===== src/rtl/wb_dma_copy.sv =====
// rtl/wb_dma_copy.sv - Wishbone classic block-copy initiator (read one word, write one word)
//
// Optional feature macro: WB_DMA_TIMEOUT_EN (watchdog abort after TIMEOUT_CYCLES
// strobe cycles without a termination). Without it the initiator waits forever.
//
// Ports:
//   clk_i, rst_ni            clock, asynchronous active-low reset
//   start_i                  start pulse, sampled only while idle
//   src_i, dst_i, len_i      source/destination byte addresses, word count
//   busy_o, done_o, error_o  status: in progress, completion pulse, sticky error
//   count_o                  words fully written in the current/last transfer
//   cyc_o, stb_o, we_o       Wishbone initiator strobes
//   adr_o, sel_o, dat_o      word-aligned address, byte selects, write data
//   dat_i, ack_i, err_i, rty_i  read data and responder terminations

module wb_dma_copy #(
    parameter int unsigned TIMEOUT_CYCLES = 255
) (
    input  logic        clk_i,
    input  logic        rst_ni,
    input  logic        start_i,
    input  logic [31:0] src_i,
    input  logic [31:0] dst_i,
    input  logic [15:0] len_i,
    output logic        busy_o,
    output logic        done_o,
    output logic        error_o,
    output logic [15:0] count_o,
    output logic        cyc_o,
    output logic        stb_o,
    output logic        we_o,
    output logic [31:0] adr_o,
    output logic [3:0]  sel_o,
    output logic [31:0] dat_o,
    input  logic [31:0] dat_i,
    input  logic        ack_i,
    input  logic        err_i,
    input  logic        rty_i
);

    typedef enum logic [2:0] {
        S_IDLE    = 3'd0,
        S_READ    = 3'd1,
        S_WRITE   = 3'd2,
        S_BACKOFF = 3'd3,
        S_FINISH  = 3'd4
    } state_t;

    state_t      r_state;
    state_t      w_next;

    logic [31:0] r_src;
    logic [31:0] r_dst;
    logic [15:0] r_rem;
    logic [15:0] r_count;
    logic [31:0] r_buf;
    logic        r_error;
    logic        r_retry_we;   // access to reissue after BACKOFF is a write

    logic        w_access;     // a bus access is being presented this cycle
    logic        w_term;       // any termination seen this cycle
    logic        w_timeout;

    // The address low bits are discarded; keep them visible to lint as intentionally unused.
    logic [3:0]  w_unused_lsbs;
    assign w_unused_lsbs = {src_i[1:0], dst_i[1:0]};

    assign w_access = (r_state == S_READ) || (r_state == S_WRITE);
    assign w_term   = err_i || rty_i || ack_i;

`ifdef WB_DMA_TIMEOUT_EN
    localparam int WDW = ($clog2(TIMEOUT_CYCLES + 1) > 8) ? $clog2(TIMEOUT_CYCLES + 1) : 8;

    logic [WDW-1:0] r_wdog;

    // Counts strobe cycles with no termination. Any termination (including the
    // ack that moves to the next access) and every non-access state clears it,
    // so each new access starts from zero.
    always_ff @(posedge clk_i or negedge rst_ni) begin
        if (!rst_ni) begin
            r_wdog <= '0;
        end else if (w_access && !w_term) begin
            r_wdog <= r_wdog + 1'b1;
        end else begin
            r_wdog <= '0;
        end
    end

    // Fires on the last of TIMEOUT_CYCLES unanswered strobe cycles.
    assign w_timeout = w_access && !w_term && (r_wdog == WDW'(TIMEOUT_CYCLES - 1));
`else
    logic [31:0] w_unused_timeout;
    assign w_unused_timeout = 32'(TIMEOUT_CYCLES);
    assign w_timeout        = 1'b0;
`endif

    // State register
    always_ff @(posedge clk_i or negedge rst_ni) begin
        if (!rst_ni) begin
            r_state <= S_IDLE;
        end else begin
            r_state <= w_next;
        end
    end

    // Next-state logic; termination priority is err > rty > ack.
    always_comb begin
        w_next = r_state;
        case (r_state)
            S_IDLE: begin
                if (start_i) begin
                    w_next = (len_i == 16'd0) ? S_FINISH : S_READ;
                end
            end
            S_READ, S_WRITE: begin
                if (err_i) begin
                    w_next = S_FINISH;
                end else if (rty_i) begin
                    w_next = S_BACKOFF;
                end else if (ack_i) begin
                    if (r_state == S_READ) begin
                        w_next = S_WRITE;
                    end else begin
                        w_next = (r_rem == 16'd1) ? S_FINISH : S_READ;
                    end
                end else if (w_timeout) begin
                    w_next = S_FINISH;
                end
            end
            S_BACKOFF: begin
                w_next = r_retry_we ? S_WRITE : S_READ;
            end
            S_FINISH: begin
                w_next = S_IDLE;
            end
            default: begin
                w_next = S_IDLE;
            end
        endcase
    end

    // Datapath: pointers, remaining/count, data buffer, sticky error.
    always_ff @(posedge clk_i or negedge rst_ni) begin
        if (!rst_ni) begin
            r_src      <= '0;
            r_dst      <= '0;
            r_rem      <= '0;
            r_count    <= '0;
            r_buf      <= '0;
            r_error    <= 1'b0;
            r_retry_we <= 1'b0;
        end else begin
            case (r_state)
                S_IDLE: begin
                    if (start_i) begin
                        r_src   <= {src_i[31:2], 2'b00};
                        r_dst   <= {dst_i[31:2], 2'b00};
                        r_rem   <= len_i;
                        r_count <= '0;
                        r_error <= 1'b0;
                    end
                end
                S_READ, S_WRITE: begin
                    if (err_i) begin
                        r_error <= 1'b1;
                    end else if (rty_i) begin
                        r_retry_we <= (r_state == S_WRITE);
                    end else if (ack_i) begin
                        if (r_state == S_READ) begin
                            r_buf <= dat_i;
                        end else begin
                            // Pointers wrap naturally modulo 2^32.
                            r_src   <= r_src + 32'd4;
                            r_dst   <= r_dst + 32'd4;
                            r_count <= r_count + 16'd1;
                            r_rem   <= r_rem - 16'd1;
                        end
                    end else if (w_timeout) begin
                        r_error <= 1'b1;
                    end
                end
                default: begin
                end
            endcase
        end
    end

    // Bus outputs decode straight from the state register, so an asynchronous
    // reset drops cyc/stb/busy immediately and strobes fall the cycle after
    // the final termination.
    always_comb begin
        cyc_o = w_access;
        stb_o = w_access;
        we_o  = (r_state == S_WRITE);
        sel_o = w_access ? 4'hF : 4'h0;
        dat_o = (r_state == S_WRITE) ? r_buf : 32'd0;
        case (r_state)
            S_READ:    adr_o = r_src;
            S_WRITE:   adr_o = r_dst;
            S_BACKOFF: adr_o = r_retry_we ? r_dst : r_src;
            default:   adr_o = 32'd0;
        endcase
    end

    assign busy_o  = (r_state != S_IDLE);
    assign done_o  = (r_state == S_FINISH);
    assign error_o = r_error;
    assign count_o = r_count;

endmodule

===== config.mk =====
export PLATFORM = sky130hd
export DESIGN_NAME = wb_dma_copy
export DESIGN_NICKNAME = d
export VERILOG_FILES = /design/src/rtl/wb_dma_copy.sv
export SDC_FILE = /design/constraint.sdc
export NUM_CORES = 1
export LEC_CHECK = 0
export CAP_MARGIN = 20
export CORE_MARGIN = 2
export CORE_UTILIZATION = 40
export CTS_CLUSTER_DIAMETER = 120
export DETAILED_ROUTE_END_ITERATION = 8
export PLACE_DENSITY = 0.73
export SLEW_MARGIN = 15
export SYNTH_ARGS = -nofsm -noshare
export SYNTH_HDL_FRONTEND = slang
export SYNTH_SLANG_ARGS = --single-unit

===== constraint.sdc =====
create_clock -name clk_i -period 2.45 [get_ports clk_i]
set_input_delay 0.3675 -clock clk_i [delete_from_list [all_inputs] [get_ports clk_i]]
set_output_delay 0.3675 -clock clk_i [all_outputs]
set_load 0.03 [all_outputs]

==> flow_summary.yaml, run 1 <==
worst_setup_path:
  critPathKind: "reg -> out"
  required_ns: 2.08
  startpoint_type: "register"
  r2r_setup_slack_ns: 0.15
  cp_data_arrival_time_ns: 2.03
  slowest_delay_ns: 0.37
  cpMaxStageDelayCell: "dfrtp_1"
  end_kind: "primary output"
  worstPathMaxFanout: 16
  crit_top_cell: "buf_4"
  crit_path_cell_trace: "buf_4 -> nor2b_2 -> nor3b_4 -> buf_6 -> buf_12 -> a22o_1 -> buf_4"
clocking:
  cts_tree: "built"
  cts_sinks: 129
  cts_buffers: 17
  cts_max_level: 4
  cts-root-buf: "clkbuf_16"
  clockBufferDepth: 2
  clk_latency_ns: 0.42
  clkSlewWorstSetupHoldPaths_ns: 0.06
timing:
  setup_viol: 0
  skew_ns: 0.00796
  slew_viol_final: 0
  period_share_pct: 97.9
  timing_hold_violations_final: 0
  slew_headroom_pct: 27.5
  worstMarginPinSlew_ns: 1.09
  fmax_ghz: 0.417
  period_needed_ns: 2.40
  post-route-worst-setup-slack_ns: 0.0508
  setup_tns_ns: 0
placed_design:
  hpwlAfterDp_um: 17600
  routabilityCongestion: 0.902
  dpl_cell_area_sq_um: 10100
  pre_cts_ws_ns: -0.212
  portBuffers: 201
power_and_ir_drop:
  p_leak_uw: 0.00445
  ir_drop_mv: 0.727
  p_per_area_nw_per_um2: 1270
hold_path:
  hold_class: "in -> async"
yosys:
  synth.cell_area_sq_um: 7720
  synth_area_leaders: "dfrtp_1, mux2_2, nor2_1"
  netlist_instances: 860
  yosys-top-cells-count: "dfrtp_1, nor2_1, nand2_1, a21oi_1, nand3_1"
  avgSynthCellArea_sq_um: 8.97
  yosysTopAreaCell: "dfrtp_1"
  yosysMostFrequentCell: "dfrtp_1"
  async_reset_ff_share_pct: 100
  synth_sequential_area_ratio_pct: 41.8
  ys_warn_count: 0
  synth_top_area_share_pct: 41.8
  ys_ff_latch: 129
  synth_edf_count: 0
  synth_cell_types: 74
  synthFlopType: "dfrtp_1"
layout:
  fill_cells: 1653
  drive_above_1_share_pct: 19.2
  design_area_sq_um: 10800
  syn2layout_area_growth_pct: 40.5
  layout.nets: 1189
route:
  top_layer: "met4"
  drt-initial-drc-count: 726
  drt-wirelength-per-cell_um: 18.8
  met2WireLength_um: 12200
  wl_met3_um: 1570
  postRouteAntennaNets: 0
  met1_length_um: 10600
  drc: 0
  first_pass_iters: 5
  wl_um: 25200
  num_vias: 7799
  routed_via_density: 5.82
floorplanning:
  die_w_um: 143
  ios: 208
  initial_core_util_pct: 41.0
  dieArea_sq_um: 20400
  core-area_sq_um: 18800
  rows: 50
  die_height_um: 143
global_routing:
  grt_pass1_vias: 7296
  overflow: 0
  grt_max_degree: 73
  grt_pass1_wl_um: 39400
  antenna_found_initial: 1
  grtUsageTotal_pct: 24.7
run:
  cap_violations: 0
outcome:
  status: "finished, final reports clean"
[where the power goes]
part	internal, uW	total (uW)	switching [uW]
Combinational	2930	6960	4030
Sequential	3070	4140	1070
Clock	1750	2700	956
Total	7750	13800	6060
[placed cells by master (no fill, tap or decap), types with 8 or more instances in the layout]
cell type	Yosys	layout
or3_1	12	12
nor4_1	20	20
nor2_1	84	84
buf_4	8	102
clkbuf_16	0	18
o21ai_0	35	35
a21oi_1	53	52
a221o_1	8	8
a22o_1	31	30
a211oi_1	8	8
clkdlybuf4s50_1	0	130
buf_12	0	17
nand4_1	28	28
nand2_1	76	76
and2_1	36	36
nor3_1	26	26
a31oi_1	11	11
o22ai_1	12	12
inv_1	16	15
xnor2_1	16	16
mux2_2	32	32
nand3_1	41	41
dfrtp_1	129	129
[routing by layer]
metal,GRT usage [%],vias to the layer above
li1,-,3602
met1,33.8,3793
met2,38.9,348
met3,4.02,56
met4,10.4,0
met5,0,-
[critical path: cells and delay by family, from the launching register on]
| kind | cells | cell delay [ns] |
|---|---|---|
| buf+inv | 4 | 0.68 |
| flops | 1 | 0.37 |
| simple gates | 2 | 0.36 |
| compound gates | 1 | 0.20 |
[timing repair]
item | in CTS | in global routing
endpoints found under the setup margin | 0 | 9
gates resized for setup | 0 | 5
endpoints found under the hold margin | 35 | 0
hold buffers | 1 | 0
setup buffers | 0 | 1
[registers in the layout (all words and copies together), names as in the netlist]
signal / flops
r_dst: 30
r_buf: 32
r_src: 30
r_retry_we: 1
r_rem: 16
count_o: 16
r_state: 3
error_o: 1
[cell families after synthesis]
| kind of cell | Yosys count | share of synthesized area (%) |
|---|---|---|
| compound gates | 218 | 19.6 |
| xor+xnor | 22 | 2.50 |
| fa+ha+maj | 5 | 0.811 |
| buf+inv | 84 | 5.11 |
| flops | 129 | 41.8 |
| mux | 34 | 4.94 |
| other cells | 1 | 0.0486 |
| simple gates | 367 | 25.2 |
[area by class of cell]
class	count	area [sq um]	area share [%]
antenna	2	5.00	0.0462
clock buffer	21	460	4.25
clock inverter	11	160	1.48
inverter	17	68.8	0.635
multi-input combinational	648	4130	38.1
sequential	129	3230	29.8
tap	260	325	3.00
timing repair buffer	253	2470	22.8
[path summary, 6_finish.rpt]
path                              to  cells past startpoint        from
setup / recovery           adr_o[21]                      7  r_state[0]
hold / removal              r_src[9]                      2      rst_ni
setup reg to reg           r_dst[26]                      6  r_state[1]
hold reg to reg             r_buf[3]                      1    r_buf[3]
max in group asynchronous  r_buf[14]                      3      rst_ni
min in group clk_i          r_buf[3]                      1    r_buf[3]
[stage by stage]
stage	hold WS [ns]	utilization, %	instances	total power (uW)
after floorplan	0.0719	-	861	8410
final	0.482	57.6	1341	13800
after detailed placement	0.395	53.9	1304	11000
after CTS	0.481	57.2	1337	13700
after global placement	0.393	53.9	1304	10800
after global routing	0.495	57.5	1340	14600
Note: power is estimated with default switching activity, not from simulation.
==> run 2, diff against run 1 <==
--- a/config.mk
+++ b/config.mk
@@ -11,7 +11,7 @@
 export CTS_CLUSTER_DIAMETER = 120
 export DETAILED_ROUTE_END_ITERATION = 8
 export PLACE_DENSITY = 0.73
-export SLEW_MARGIN = 15
+export SLEW_MARGIN = 10
 export SYNTH_ARGS = -nofsm -noshare
 export SYNTH_HDL_FRONTEND = slang
 export SYNTH_SLANG_ARGS = --single-unit
==> results of run 2 <==
Final layout, timing and power as in run 1 (identical DEF).
==> run 3, diff against run 2 <==
--- a/config.mk
+++ b/config.mk
@@ -5,12 +5,13 @@
 export SDC_FILE = /design/constraint.sdc
 export NUM_CORES = 1
 export LEC_CHECK = 0
+export ABC_AREA = 1
 export CAP_MARGIN = 20
 export CORE_MARGIN = 2
 export CORE_UTILIZATION = 40
 export CTS_CLUSTER_DIAMETER = 120
 export DETAILED_ROUTE_END_ITERATION = 8
-export PLACE_DENSITY = 0.73
+export PLACE_DENSITY = 0.72
 export SLEW_MARGIN = 10
 export SYNTH_ARGS = -nofsm -noshare
 export SYNTH_HDL_FRONTEND = slang
==> flow_summary.yaml, run 3 <==
layout:
  final_cell_mix: "nand2_1, nor2_1, inv_1"
  syn2layout_area_growth_pct: 34.0
  final_common_cell: "nand2_1"
  design_area_sq_um: 11300
  layout.nets: 1610
  utilization_pct: 54.2
  drive_above_1_share_pct: 7.33
  antenna_cells: 0
  largest_register_ff_count: 32
  top_regs: "r_buf (32), r_dst (30), r_src (30)"
  fill_cells: 2074
  regMostFlops: "r_buf"
global_routing:
  grt_pass1_vias: 8554
  antenna_found_initial: 0
  grt_max_degree: 57
  grtUsageTotal_pct: 25.1
  overflow: 0
  grt_pass1_wl_um: 43900
clocking:
  clockBufferDepth: 2
  clk_latency_ns: 0.43
  cts_tree: "built"
  cts_buffers: 17
  cts-root-buf: "clkbuf_16"
  cts_max_level: 4
  clkSlewWorstSetupHoldPaths_ns: 0.06
  cts_sinks: 129
timing:
  rsz0062_at_grt: "yes"
  period_share_pct: 100
  setup_viol: 0
  timing_hold_violations_final: 0
  fmax_ghz: 0.408
  skew_ns: 0.00936
  slew_headroom_pct: 57.9
  period_needed_ns: 2.45
  post-route-worst-setup-slack_ns: 0.000219
  worstMarginPinSlew_ns: 0.630
  hold_ws_ns: 0.483
  slew_viol_final: 0
worst_setup_path:
  reg2regPathDepth: 8
  cp_data_arrival_time_ns: 2.08
  critPathKind: "reg -> out"
  rr_startpoint: "r_state[0]"
  worstPathMaxFanout: 5
  r2r-end: "r_dst[7]"
  end_kind: "primary output"
  startpoint_type: "register"
  required_ns: 2.08
  r2r_setup_slack_ns: 0.41
route:
  drc: 0
  num_vias: 9306
  wl_um: 27800
  postRouteAntennaNets: 0
  first_pass_iters: 6
  drt-wirelength-per-cell_um: 15.7
  routed_via_density: 5.24
  drt-initial-drc-count: 675
power_and_ir_drop:
  p_seq_share_pct: 27.3
  clockPowerShare_pct: 17.5
  p_leak_uw: 0.00549
  p_sw_share_pct: 49.3
  power_switching_uw: 7270
  intPower_uw: 7480
  ir_drop_mv: 0.562
  power_uw: 14700
  p_per_area_nw_per_um2: 1300
  combPwrFrac_pct: 55.1
placed_design:
  pre_cts_ws_ns: -0.0817
  dpl_cell_area_sq_um: 10700
  portBuffers: 201
  hpwlAfterDp_um: 20900
  routabilityCongestion: 0.945
outcome:
  status: "finished, final reports clean"
yosys:
  synth.cell_area_sq_um: 8450
  ys_warn_count: 0
  synth-compound-area-share_pct: 13.6
  synth_top_area_share_pct: 38.2
  synth_top_family_by_area: "simple AND/OR/NAND/NOR gates"
  avgSynthCellArea_sq_um: 6.56
  synth_mux_area_share_pct: 0
  yosysMostFrequentCell: "nand2_1"
  yosysTopAreaCell: "dfrtp_1"
  synthFlopType: "dfrtp_1"
  synth_sequential_area_ratio_pct: 38.2
  async_reset_ff_share_pct: 100
  synth_fa_ha_area_share_pct: 0.740
  synth_cell_types: 36
  ys_ff_latch: 129
  netlist_instances: 1288
  synth_xor_area_share_pct: 2.18
  synth_area_leaders: "dfrtp_1, nand2_1, nor2_1"
  yosys-top-cells-count: "nand2_1, nor2_1, inv_1, dfrtp_1, nand3_1"
  synthSimpleGateAreaFrac_pct: 35.1
  synth_edf_count: 0
floorplanning:
  die_height_um: 149
  core-area_sq_um: 20900
  ios: 208
  dieArea_sq_um: 22300
  rows: 53
  die_w_um: 149
  initial_core_util_pct: 40.5
run:
  cap_violations: 0
hold_path:
  hold_class: "in -> async"
## run 3: cell types whose count changed in the layout (fill, tap and decap cells not counted), moves of 36 or more
cell / change
nand3_1: +59
nor2_1: +142
and2_1: -36
inv_1: +130
buf_4: -55
nand2_1: +273
dlygate4sd2_1: +42
## run 3: what timing repair did
action,4_1_cts,5_1_grt
setup endpoints to repair,65,20
buffers inserted,0,1
hold buffers,1,0
resized for setup,56,7
endpoints found under the hold margin,37,0
pin swaps,0,1
## run 3: worst max path at each step
| stage | cells after the start | endpoint | start | slack (ns) |
|---|---|---|---|---|
| finish | 2 | done_o | r_state[0] | 0.0002 |
| detailed placement | 6 | adr_o[25] | r_state[0] | -0.08 |
| global placement | 6 | adr_o[20] | r_state[0] | -0.01 |
| CTS | 7 | adr_o[12] | r_state[2] | 0.009 |
| floorplan | 5 | adr_o[11] | r_state[0] | 0.33 |
| global route | 7 | adr_o[13] | r_state[2] | 0.001 |
## run 3: final cells by class
type                    instances  area [sq um]  area share [%]
well taps                     275           344            3.04
repair buffers                232          2200            19.4
clock buffers                  22           454            4.01
inverters                     151           567            5.00
multi-input cells             956          4400            38.8
clock inverters                10           135            1.19
flip-flops and latches        129          3230            28.5
## run 3: routing by layer
layer  vias up  global-route usage, %  wire [um]  share of wire, %
met5         -                      0          0                 0
met3        59                   6.76       2500               9.0
met4         0                   9.90        907               3.3
met2       426                   39.0      12600                45
met1      4281                   33.4      11800                42
li1       4540                      -          -                 -
## run 3: cell families after synthesis
kind of cell	after synthesis
AO/OA/AOI/OAI	203
other	1
adder cells (fa/ha/maj)	5
AND/OR/NAND/NOR	725
flip-flops	129
XOR/XNOR	21
buffers and inverters	204
## run 3: power by group through the flow
stage | Sequential (uW) | Combinational, uW | Clock (uW)
2_1_floorplan | 3790 | 5530 | 0
3_3_place_gp | 3990 | 8060 | 0
3_5_place_dp | 4010 | 8190 | 0
4_1_cts | 3990 | 8090 | 2630
5_1_grt | 4150 | 8940 | 2710
6_report | 4030 | 8130 | 2590
## run 3: through the flow
stage | std cells | TNS [ns]
after floorplan | 1289 | 0
after global placement | 1741 | -0.0587
after detailed placement | 1741 | -0.479
after CTS | 1774 | 0
after global routing | 1775 | 0
final | 1775 | 0
## run 3: critical path: stages, from the launching register on
cell and delay [ns]:
dfrtp_1 0.45, nor3_1 0.45, clkdlybuf4s50_1 0.77
==> RTL change 1, RTL diff (flow settings as in run 3) <==
The 5 states of `state_t` get a one-hot encoding in 5 bits.
--- a/src/rtl/wb_dma_copy.sv
+++ b/src/rtl/wb_dma_copy.sv
@@ -38,12 +38,12 @@
     input  logic        rty_i
 );
 
-    typedef enum logic [2:0] {
-        S_IDLE    = 3'd0,
-        S_READ    = 3'd1,
-        S_WRITE   = 3'd2,
-        S_BACKOFF = 3'd3,
-        S_FINISH  = 3'd4
+    typedef enum logic [4:0] {
+        S_IDLE    = 5'b00001,
+        S_READ    = 5'b00010,
+        S_WRITE   = 5'b00100,
+        S_BACKOFF = 5'b01000,
+        S_FINISH  = 5'b10000
     } state_t;
 
     state_t      r_state;
Check against the original RTL: no difference found for any inputs over 4 cycles, from zero or initial values and one cycle with rst_ni low; so few cycles prove little.
==> RTL change 1 against run 3 <==
- sequential cell count increased by 2
- area after synthesis rose by 5.8%
- setup slack improved by 90 ps
- critical path depth is 4 higher
- global-route usage fell by 0.20 points
- wire length up 5.6%
- power shrank 12%
- cell area increased by 6.2%
- critical endpoint is now adr_o[9]
- largest cell class unchanged
- largest power group unchanged
- highest routed layer is now met5
==> RTL change 1: results (changes against run 3) <==
- The count of input and output buffers was 201 (unchanged).
* Peak supply drop: 0.7052 mV (+26%)
* Net count, final: 1,731 (+7.5%)
* Initial antenna violation count: 1 (+1)
- The critical path arrival was 1990 ps (-90 ps).
- Grouping stages by cell kind, the critical path spends the most delay in compound AO/OA/AOI/OAI gates.
* Proportion of layout cells with a drive suffix above 1: 8.760% (+1.4 points)
* Count of routing violations after the opening detailed-route iteration: 729 (+8.0%)
- Number of filler cells placed in the layout: 2,099 (+1.2%)
- The final clock skew came to 15.12 ps (+5.765 ps).
- First-pass GRT wire length: 47,150 um (+7.5%)
- HPWL Detailed: 21,800 um (+4.5%)
- Leakage power total: 5.766 nW (+5.1%)
* WL/cell: 15.47 um (-1.4%)
- Top post-synthesis cells by area: sky130_fd_sc_hd__dfrtp_1 (36%), sky130_fd_sc_hd__nand2_1 (19%), sky130_fd_sc_hd__nor2_1 (9.5%)
- Unique cell type count in the Yosys netlist: 35 (-2.8%)
- The maximum number of pins on one net before global-route repair is 81 (+42%).
- Most frequent cells after synthesis: sky130_fd_sc_hd__nand2_1 (452), sky130_fd_sc_hd__nor2_1 (226), sky130_fd_sc_hd__inv_1 (165)
- Register area share after synthesis: 36.65% (-1.5 points)
- The final standard cell count with taps included and fillers excluded is 1,901 (+7.1%).
* All-Layer GR Usage: 24.93% (-0.20 points)
* Number of global-route vias before repair: 9,334 (+9.1%)
- The global placer's final weighted congestion came to 0.9369 (-0.87%).
- The relative max-transition margin came to 59.64% (+1.7 points).
- Via count: 9,766 (+4.9%)
- The flow ran to the end, and the final reports show no timing, DRC or antenna violations.
* CP Max Fanout: 27 (+22)
* CP peak stage delay: 430 ps (-340 ps)
- Syn Area/Cell: 6.297 um^2 (-4.1%)
- The iteration count of the initial detailed-routing pass is 5 (-1).
RTL change 1: cells by family (layout without fill, tap and decap cells):
logic type      after synthesis  after routing  synth area share (%)
compound gates              169            169                 10.22
xor+xnor                     18             18                 1.762
fa+ha+maj                     5              5                0.6992
buf+inv                     230            429                 10.74
flops                       131            131                 36.65
other cells                   1              2               0.04191
simple gates                867            867                 39.88
RTL change 1: cell type report:
cell class | count | area share (%)
multi-input combinational | 1061 | 40.53
sequential | 131 | 27.27
timing repair buffer | 226 | 18.83
inverter | 171 | 5.441
clock buffer | 19 | 3.766
tap | 280 | 2.913
clock inverter | 13 | 1.248
RTL change 1: power by group:
| part | internal, mW | switching, mW |
|---|---|---|
| Clock | 1.57 | 1.06 |
| Combinational | 2.09 | 4.16 |
| Sequential | 3.11 | 0.943 |
RTL change 1: per-layer routing:
metal	vias up	track usage, %	wire length [um]
li1	4864	-	-
met1	4447	33.13	12820
met2	393	38.94	13130
met3	60	7.300	2648
met4	2	8.606	794
met5	-	0	13
RTL change 1: stage by stage:
step,setup slack [ps],area [um^2]
after floorplan,296.5,8951
after global placement,261.8,11280
after detailed placement,189.1,11280
after CTS,4.818,11980
after global routing,9.274,12030
final,90.70,12030
RTL change 1: worst paths after layout:
path	start	to	slack (ps)	cells after the start
worst min-delay path	rst_ni	r_buf[26]	490	2
worst max register to register	r_state[0]	r_src[7]	250	9
worst max-delay path	r_state[1]	adr_o[9]	90	6
worst min register to register	r_buf[29]	r_buf[29]	510	2
max in group asynchronous	rst_ni	r_state[0]	1220	3
min in group clk_i	r_buf[29]	r_buf[29]	510	2
RTL change 1: what timing repair did:
item / 4_1_cts / 5_1_grt
setup endpoints to repair: 60 / 29
pin swaps: 0 / 2
resized for setup: 55 / 10
hold buffers: 1 / 0
gates cloned: 0 / 0
buffers inserted: 0 / 1
endpoints found under the hold margin: 58 / 0
==> RTL change 2, RTL diff (config.mk and constraints of run 3) <==
Made on the original files. The option `WB_DMA_TIMEOUT_EN` is turned on by a define.
--- a/src/rtl/wb_dma_copy.sv
+++ b/src/rtl/wb_dma_copy.sv
@@ -12,6 +12,8 @@
 //   cyc_o, stb_o, we_o       Wishbone initiator strobes
 //   adr_o, sel_o, dat_o      word-aligned address, byte selects, write data
 //   dat_i, ack_i, err_i, rty_i  read data and responder terminations
+
+`define WB_DMA_TIMEOUT_EN
 
 module wb_dma_copy #(
     parameter int unsigned TIMEOUT_CYCLES = 255
Function: no difference found for any inputs over 4 cycles, from zero or initial values and one cycle with rst_ni low; that may be too few to reach the edited logic, so the function may still have changed.
==> RTL change 2 against run 3 <==
- sequential share of layout area rose by 0.77 points
- area after synthesis up 4.8%
- setup slack better by 86 ps
- cell area is 3.4% higher
- largest power group unchanged
- register-to-register slack worse by 40 ps
- first-iteration DRC count rose by 13%
- power up 4.9%
- sequential cell count up 8
- wire length up 8.0%
==> RTL change 2: results (changes against run 3) <==
- The number of clock buffers in the layout was 21 (-4.5%).
* Grt met3 use: 6.861% (+0.10 points)
* Max-slew headroom at the worst pin: 57.17% (-0.78 points)
* All-Layer GR Usage: 25.59% (+0.45 points)
- The run finished with clean final reports.
- Worst setup timing slack at the placement stage: 74.11 ps (+155.9 ps)
- WL/cell: 16.38 um (+4.4%)
- Number of filler cells placed in the layout: 2,190 (+5.6%)
- Share of final layout cell area taken by non-clock buffers: 18.30% (-1.1 points)
- Net count, final: 1,668 (+3.6%)
- Buffers inserted by post-CTS timing repair: 0 (unchanged)
* CP peak stage delay: 390 ps (-380 ps)
* Combinational gate power: 8.54 mW (+5.0%)
- Placement-stage cell area: 11,210 um^2 (+4.3%)
* Number of global-route vias before repair: 9,366 (+9.5%)
- The met2 demand-to-capacity share in global routing came to 40.98% (+2.0 points).
- Share of the synthesized area in compound gates (AO/OA/AOI/OAI): 15.01% (+1.4 points)
- On the critical path, the stage with the largest delay is an instance of sky130_fd_sc_hd__dfrtp_1.
* Synthesized-area fraction occupied by xor and xnor cells: 1.482% (-0.69 points)
* Via count: 9,717 (+4.4%)
* Count of routing violations after the opening detailed-route iteration: 764 (+13%)
- The global placer's final weighted congestion was 0.9619 (+1.8%).
- Top post-synthesis cells by area: sky130_fd_sc_hd__dfrtp_1 (39%), sky130_fd_sc_hd__nand2_1 (15%), sky130_fd_sc_hd__nor2_1 (9.6%)
* Unique cell type count in the Yosys netlist: 39 (+8.3%)
* Met3 WL post-DR: 2728 um (+9.0%)
- The half-perimeter wire length after detailed placement was 22,500 um (+7.8%).
- Worst setup path startpoint: r_state[2]
* Bufs on Longest Clock Path: 2 (unchanged)
- The maximum number of pins on one net before global-route repair was 75 (+32%).
* Synth Register Bits: 137 (+6.2%)
- The sequential element share of the synthesized area was 38.68% (+0.50 points).
- The total die area is 23,370 um^2 (+4.7%).
- Clock-cell share of area: 5.256% (+0.053 points)
- The number of multi-input combinational cells in the layout is 1,003 (+4.9%).
- Leakage power total: 5.542 nW (+1.0%)
- The met1 layer wirelength in the final routing came to 12,620 um (+6.7%).
- The first-pass GRT wire length was 47,880 um (+9.1%).
* Proportion of layout cells with a drive suffix above 1: 7.969% (+0.64 points)
- Fraction of area in registers: 29.27% (+0.77 points)
- Sorting the synthesized cells by how often they occur yields sky130_fd_sc_hd__nand2_1 (360), sky130_fd_sc_hd__nor2_1 (227), sky130_fd_sc_hd__inv_1 (151).
- The post-cts repair resize count came to 57 (+1.8%).
- The final clock skew was 10.30 ps (+0.9423 ps).
- The maximum VDD drop was 0.9609 mV (+71%).
* Met1 track demand over resource: 32.64% (-0.76 points)
- Adder-cell area share of the yosys netlist: 0.9881% (+0.25 points)
- Hold buffer count at CTS: 1 (unchanged)
- The met2 wirelength from detailed routing came to 13,530 um (+7.3%).
- CP Max Fanout: 4 (-1)
- Inverters excl. clock: 153 (+1.3%)
* Worst Path Arrival: 2000 ps (-80 ps)
- Internal: 7.687 mW (+2.8%)
- Multi-input gate share of the layout cell area: 39.28% (+0.44 points)
- Non-CTS buffers: 231 (-0.43%)
[RTL change 2: final timing paths]
kind                              end  slack [ps]  cells past startpoint
hold reg to reg            r_retry_we         500                      2
min in group clk_i         r_retry_we         500                      2
setup reg to reg            r_src[13]         370                     10
hold / removal              r_dst[30]         450                      2
setup / recovery             adr_o[2]          90                      7
max in group asynchronous    r_buf[2]        1320                      3
[RTL change 2: worst max-delay path: cells and delay by family, from the launching register on]
kind	cells	cell delay, ps
flops	1	390
simple gates	3	350
buf+inv	3	510
compound gates	1	330
[RTL change 2: metrics by stage]
stage                     std cells  util, %  hold slack, ps  total power, mW
after global routing           1836    53.84           486.8            16.55
after CTS                      1836    54.16           468.7            15.44
after floorplan                1348        -           71.91            9.746
after detailed placement       1803    51.51           353.4            12.90
final                          1836    53.84           453.9            15.46
after global placement         1803    51.51           352.2            12.74
